===== config.mk =====
export PLATFORM = sky130hd
export DESIGN_NAME = hack_screen_scanner
export DESIGN_NICKNAME = d
export VERILOG_FILES = /design/src/rtl/hack_screen_pkg.sv /design/src/rtl/pixel_shifter16.sv /design/src/rtl/hack_screen_scanner.sv
export SDC_FILE = /design/constraint.sdc
export NUM_CORES = 1
export LEC_CHECK = 0
export BUFFER_PORTS_ARGS = -buffer_cell sky130_fd_sc_hd__buf_4
export CORE_ASPECT_RATIO = 0.7
export CORE_UTILIZATION = 58
export DETAILED_ROUTE_END_ITERATION = 6
export PLACE_DENSITY_LB_ADDON = 0.15
export RECOVER_POWER = 100
export SETUP_SLACK_MARGIN = 0.4
export SYNTH_ARGS = -nofsm -noshare
export SYNTH_HDL_FRONTEND = slang
export SYNTH_SLANG_ARGS = --single-unit

===== constraint.sdc =====
create_clock -name clk -period 6.05 [get_ports clk]
set_input_delay 0.9075 -clock clk [delete_from_list [all_inputs] [get_ports clk]]
set_output_delay 0.9075 -clock clk [all_outputs]
set_load 0.03 [all_outputs]

===== src/rtl/hack_screen_pkg.sv =====
// Shared geometry and state encoding for the Hack screen read path.
// The screen is 512x256 one-bit pixels stored as 32 sixteen-bit words per row.
package hack_screen_pkg;

  localparam int SCREEN_W      = 512;
  localparam int SCREEN_H      = 256;
  localparam int WORDS_PER_ROW = 32;
  localparam int SCREEN_ADDR_W = 13;

  typedef enum logic {
    IDLE = 1'b0,
    LINE = 1'b1
  } scan_state_t;

  function automatic logic [2:0] pick_colour(input logic b, input logic [2:0] fg,
                                             input logic [2:0] bg);
    return b ? fg : bg;
  endfunction

endpackage


===== src/rtl/pixel_shifter16.sv =====
// 16-bit right-shifting word register; bit0 is the next pixel to be shown.
// Load wins over shift, and shift wins over clear.
module pixel_shifter16 (
  input  logic        clk,
  input  logic        rst_n,
  input  logic        clear,
  input  logic        load,
  input  logic        shift,
  input  logic [15:0] din,
  output logic        bit0
);

  logic [15:0] q;

  always_ff @(posedge clk or negedge rst_n) begin
    if (!rst_n) begin
      q <= '0;
    end else if (load) begin
      q <= din;
    end else if (shift) begin
      q <= {1'b0, q[15:1]};
    end else if (clear) begin
      q <= '0;
    end
  end

  assign bit0 = q[0];

endmodule


===== src/rtl/hack_screen_scanner.sv =====
// Fetches Hack screen words in raster order and serializes them into 3-bit pixels,
// one pixel per clk, one clk behind the hvsync_generator counters.
module hack_screen_scanner
  import hack_screen_pkg::*;
#(
  parameter int unsigned H_ORIGIN = 64,
  parameter int unsigned V_ORIGIN = 112,
  parameter logic [2:0]  FG_COLOR = 3'b111,
  parameter logic [2:0]  BG_COLOR = 3'b000
) (
  input  logic                     clk,
  input  logic                     rst_n,
  input  logic [9:0]               counter_x,
  input  logic [9:0]               counter_y,
  input  logic                     in_display_area,
  output logic [SCREEN_ADDR_W-1:0] mem_addr,
  output logic                     mem_rd_en,
  input  logic [15:0]              mem_rdata,
  output logic [2:0]               pixel,
  output logic                     in_window
);

  localparam logic [9:0] H0     = 10'(H_ORIGIN);
  localparam logic [9:0] V0     = 10'(V_ORIGIN);
  localparam logic [9:0] FETCH0 = 10'(H_ORIGIN - 2);

  scan_state_t state, state_nxt;
  logic [9:0]  dx, dy, fx;
  logic        in_rows, in_cols, win, fetch_slot, fetch;
  logic [4:0]  fetch_k;
  logic [7:0]  row;
  logic        rd_q, live, step, have, data_bit;
  logic        sh_load, sh_shift, sh_clear, sh_bit0;
  logic [9:0]  prev_x;
  logic [2:0]  pixel_nxt;

  assign dx = counter_x - H0;
  assign dy = counter_y - V0;
  assign fx = counter_x - FETCH0;

  assign in_rows    = (counter_y >= V0) && (dy < 10'(SCREEN_H));
  assign in_cols    = (counter_x >= H0) && (dx < 10'(SCREEN_W));
  assign win        = in_rows && in_cols;
  assign row        = dy[7:0];
  // Fetch slots sit two clocks ahead of each word's first column (sync-read RAM).
  assign fetch_slot = (counter_x >= FETCH0) && (fx[3:0] == 4'd0) && (fx < 10'(SCREEN_W));
  assign fetch_k    = fx[8:4];
  assign step       = (counter_x == prev_x + 10'd1);

  // The fetch for word 0 is issued in the same cycle that opens the line.
  always_comb begin
    state_nxt = state;
    fetch     = 1'b0;
    case (state)
      IDLE: begin
        if (in_rows && fetch_slot && fetch_k == 5'd0) begin
          fetch     = 1'b1;
          state_nxt = LINE;
        end
      end
      LINE: begin
        if (!in_rows) begin
          state_nxt = IDLE;
        end else if (fetch_slot) begin
          fetch = 1'b1;
          if (fetch_k == 5'(WORDS_PER_ROW - 1)) state_nxt = IDLE;
        end
      end
      default: state_nxt = IDLE;
    endcase
  end

  // A broken counter sequence drops the word in flight; output stays BG until a fresh load.
  always_comb begin
    sh_load  = 1'b0;
    sh_shift = 1'b0;
    sh_clear = 1'b0;
    have     = 1'b0;
    data_bit = 1'b0;
    if (win && dx[3:0] == 4'd0 && rd_q) begin
      sh_load  = 1'b1;
      have     = 1'b1;
      data_bit = mem_rdata[0];
    end else if (win && live && step && dx[3:0] != 4'd0) begin
      sh_shift = 1'b1;
      have     = 1'b1;
      data_bit = sh_bit0;
    end else begin
      sh_clear = 1'b1;
    end
  end

  always_comb begin
    pixel_nxt = 3'b000;
    if (in_display_area) begin
      pixel_nxt = win ? pick_colour(have && data_bit, FG_COLOR, BG_COLOR) : BG_COLOR;
    end
  end

  pixel_shifter16 u_shifter (
    .clk   (clk),
    .rst_n (rst_n),
    .clear (sh_clear),
    .load  (sh_load),
    .shift (sh_shift),
    .din   ({1'b0, mem_rdata[15:1]}),
    .bit0  (sh_bit0)
  );

  always_ff @(posedge clk or negedge rst_n) begin
    if (!rst_n) begin
      state     <= IDLE;
      mem_addr  <= '0;
      mem_rd_en <= 1'b0;
      rd_q      <= 1'b0;
      live      <= 1'b0;
      prev_x    <= '0;
      pixel     <= 3'b000;
      in_window <= 1'b0;
    end else begin
      state     <= state_nxt;
      mem_rd_en <= fetch;
      if (fetch) mem_addr <= {row, fetch_k};
      rd_q      <= mem_rd_en;
      live      <= have;
      prev_x    <= counter_x;
      pixel     <= pixel_nxt;
      in_window <= win && in_display_area;
    end
  end

endmodule

==> metrics.txt <==
most common cell after layout, fill and taps aside=dfrtp_1; vias per cell=5.818; Switching Fraction=0.2545; vias in the first global route=1,832; final WL=5175 µm; FF-to-FF Start=prev_x[0]; Core Region=3994 µm²; initial antenna violation count=0; CTS resizes=0; Die ar.=around 4500 µm²; crit path DAT=4050 ps; Routed Antenna Nets=0; Comb pwr share=0.129; Ant. Diodes=0; synth-to-layout area growth=14.95%; Leak=between 1 and 1.5 nW; grt total ovfl=0; FF+latch count, synth=44; number of synthesized flops with an enable pin=0; Top Usage Layer GRT=met2; crit-path max FO=23; largest net degree at the start of global routing=between 40 and 50; RSZ-0062 raised after global routing=false; Final Power=roughly 0.61 mW; Max IR drop VDD=0.1333 mV; Final Cycle Share=0.6414; area of the mapped netlist=2452 µm²; crit path launch=counter_x[7]; synth warn=0; Main synth FF type=dfrtp_1; HPWL after DPL=3770 µm; first-pass iteration count of the detailed router=5; H-tree levels=2; Slew HR=-0.5508; die width=about 80 µm; Clk pwr share=0.373; Vert. Die Dim=56.41 µm; clock transition at the registers of the reported paths=90 ps; row count=19; routed via count=between 1,500 and 2,000; Pint=0.4558 mW; Critical Path RT=6220 ps; post-synth cell types=57; Finish-stage setup viols=0; Max-Cap Viols=1; TritonCTS clock tree=done; M1 GR Usage=0.3540; CTS Hold Bufs=0; first-pass GRT wire length=8604 µm; Tmin final=slightly below 4000 ps; Syn Inst Count=232; final core occ=0.7058; Post-synth ARST share=1.000; Max Slew Vio Count=45; Setup Skew=around 5 ps; Critical Path Start Type=input port; io pins=57; status=complete, but fails checks; starting density of the core=0.6140; CP Class=input port to flop; Hold Fails Final Rpt=0; Layout Nets=324; post-CTS setup-driven buffer insertion count=0; Clk Latency, worst-skew pair=290 ps; setup tns final=0 ps; crit end category=flop; P_sw=approximately 0.16 mW; layout cell share with drive strength beyond 1=0.1979; failing checks=capacitance limit, slew limit; Remaining DRCs=0; Iteration-0 DRC Markers=236; syn_area_per_cell=~11 µm²; RePlAce Congestion=0.7697; R2R Setup Slk=2930 ps; buffers from clock root to sink, at most=2; Hold Startpoint=mem_rd_en; Pwr Density=between 200 and 250 nW/µm²; commonest non-fill, non-tap cells in the layout=44 x dfrtp_1, 30 x clkbuf_1, 28 x buf_4, 23 x nand3_1, 17 x inv_1; port buffer count=56; fmax=approximately 260 MHz; worst-margin pin slew=around 2300 ps; GR Util met2=0.3785; Seq/Total Area, Yosys=0.4490; sequential fraction of design power=0.497; Root Buffer=clkbuf_8; worst min-delay path class=flop to flop; met3 Use GR=0.06992; Net Count, Synth=between 200 and 300; total clock sinks=between 40 and 50; CTS buffer count=5; wire per inst=15.45 µm; GRT Total Usage=0.2530
[routing by layer]
| metal | vias up | part of all wire |
|---|---|---|
| met5 | - | 0 |
| met4 | 0 | 0.011 |
| met3 | 8 | 0.055 |
| met2 | 56 | 0.46 |
| met1 | 929 | 0.48 |
| li1 | 956 | - |
[registers in the layout (all words and copies together), names as in the netlist]
| name | cells |
|---|---|
| live | 1 |
| rd_q | 1 |
| mem_addr | 13 |
| state | 1 |
| u_shifter.q | 15 |
| pixel | 1 |
| in_window | 1 |
| mem_rd_en | 1 |
| prev_x | 10 |
[synthesized netlist by cell type, types with 3 or more instances]
cell	n	area [µm²]
a41oi_1	3	26.28
xor2_1	5	43.79
o2bb2ai_1	4	35.03
nand2_1	13	48.80
clkbuf_1	3	11.26
nor2b_1	3	18.77
dfrtp_1	44	1101
nor4_1	3	18.77
nor3b_1	3	22.52
nand4_1	7	43.79
nand3_1	23	115.1
o21ai_0	7	35.03
inv_1	17	63.81
buf_4	6	45.04
xnor2_1	10	87.58
and3_1	4	25.02
o31ai_2	8	100.1
ha_1	3	37.54
buf_2	3	15.01
o31ai_1	6	45.04
or3_1	4	25.02
mux2_2	8	90.09
[per-stage QoR]
stage | std cells | hold slack [ps] | worst slack, ps | instance area, µm²
6_report | 335 | 382.7 | 2170 | 2819
5_1_grt | 335 | 394.2 | 1822 | 2819
4_1_cts | 335 | 387.7 | 2972 | 2970
3_5_place_dp | 327 | 364.3 | 2650 | 2855
3_3_place_gp | 327 | 359.8 | 2750 | 2855
2_1_floorplan | 232 | 480.9 | 3141 | 2452
[cell type report]
class / instances / area (µm²)
tap: 52 / 65.06
timing repair buffer: 58 / 322.8
clock buffer: 5 / 68.82
multi-input combinational: 156 / 1151
sequential: 44 / 1101
fill: 320 / 1175
inverter: 17 / 63.81
clock inverter: 3 / 46.29
[logic make-up (layout without fill, tap and decap cells)]
logic type / Yosys count / count (layout) / share of synthesized area
DFF: 44 / 44 / 0.4490
adders and majority gates: 3 / 3 / 0.01531
muxes: 10 / 10 / 0.04490
xor gates and xnor gates: 15 / 15 / 0.05357
and+or+nand+nor: 79 / 79 / 0.1903
AOI/OAI and AO/OA: 49 / 49 / 0.1811
buffers and inverters: 32 / 83 / 0.06581
[power groups by stage]
stage	sequential [mW]	combinational (mW)	clock, mW
after floorplan	0.310	0.0453	0
after global placement	0.310	0.0834	0
after detailed placement	0.310	0.0850	0
after CTS	0.304	0.0856	0.231
after global routing	0.305	0.0876	0.246
final	0.304	0.0790	0.228
[final timing paths]
check	end	cells past startpoint
worst max-delay path	u_shifter.q[11]	7
worst min-delay path	rd_q	0
worst max register to register	u_shifter.q[11]	6
worst min register to register	rd_q	0
max in group asynchronous	u_shifter.q[8]	1
min in group asynchronous	prev_x[8]	1
[worst max-delay path: stages]
cell and delay, ps:
clkbuf_1 240, o31a_1 360, or2_2 270, o22ai_1 190, clkbuf_1 690, nand4_1 820
o31ai_1 550
Power figures use the tool's default switching activity.
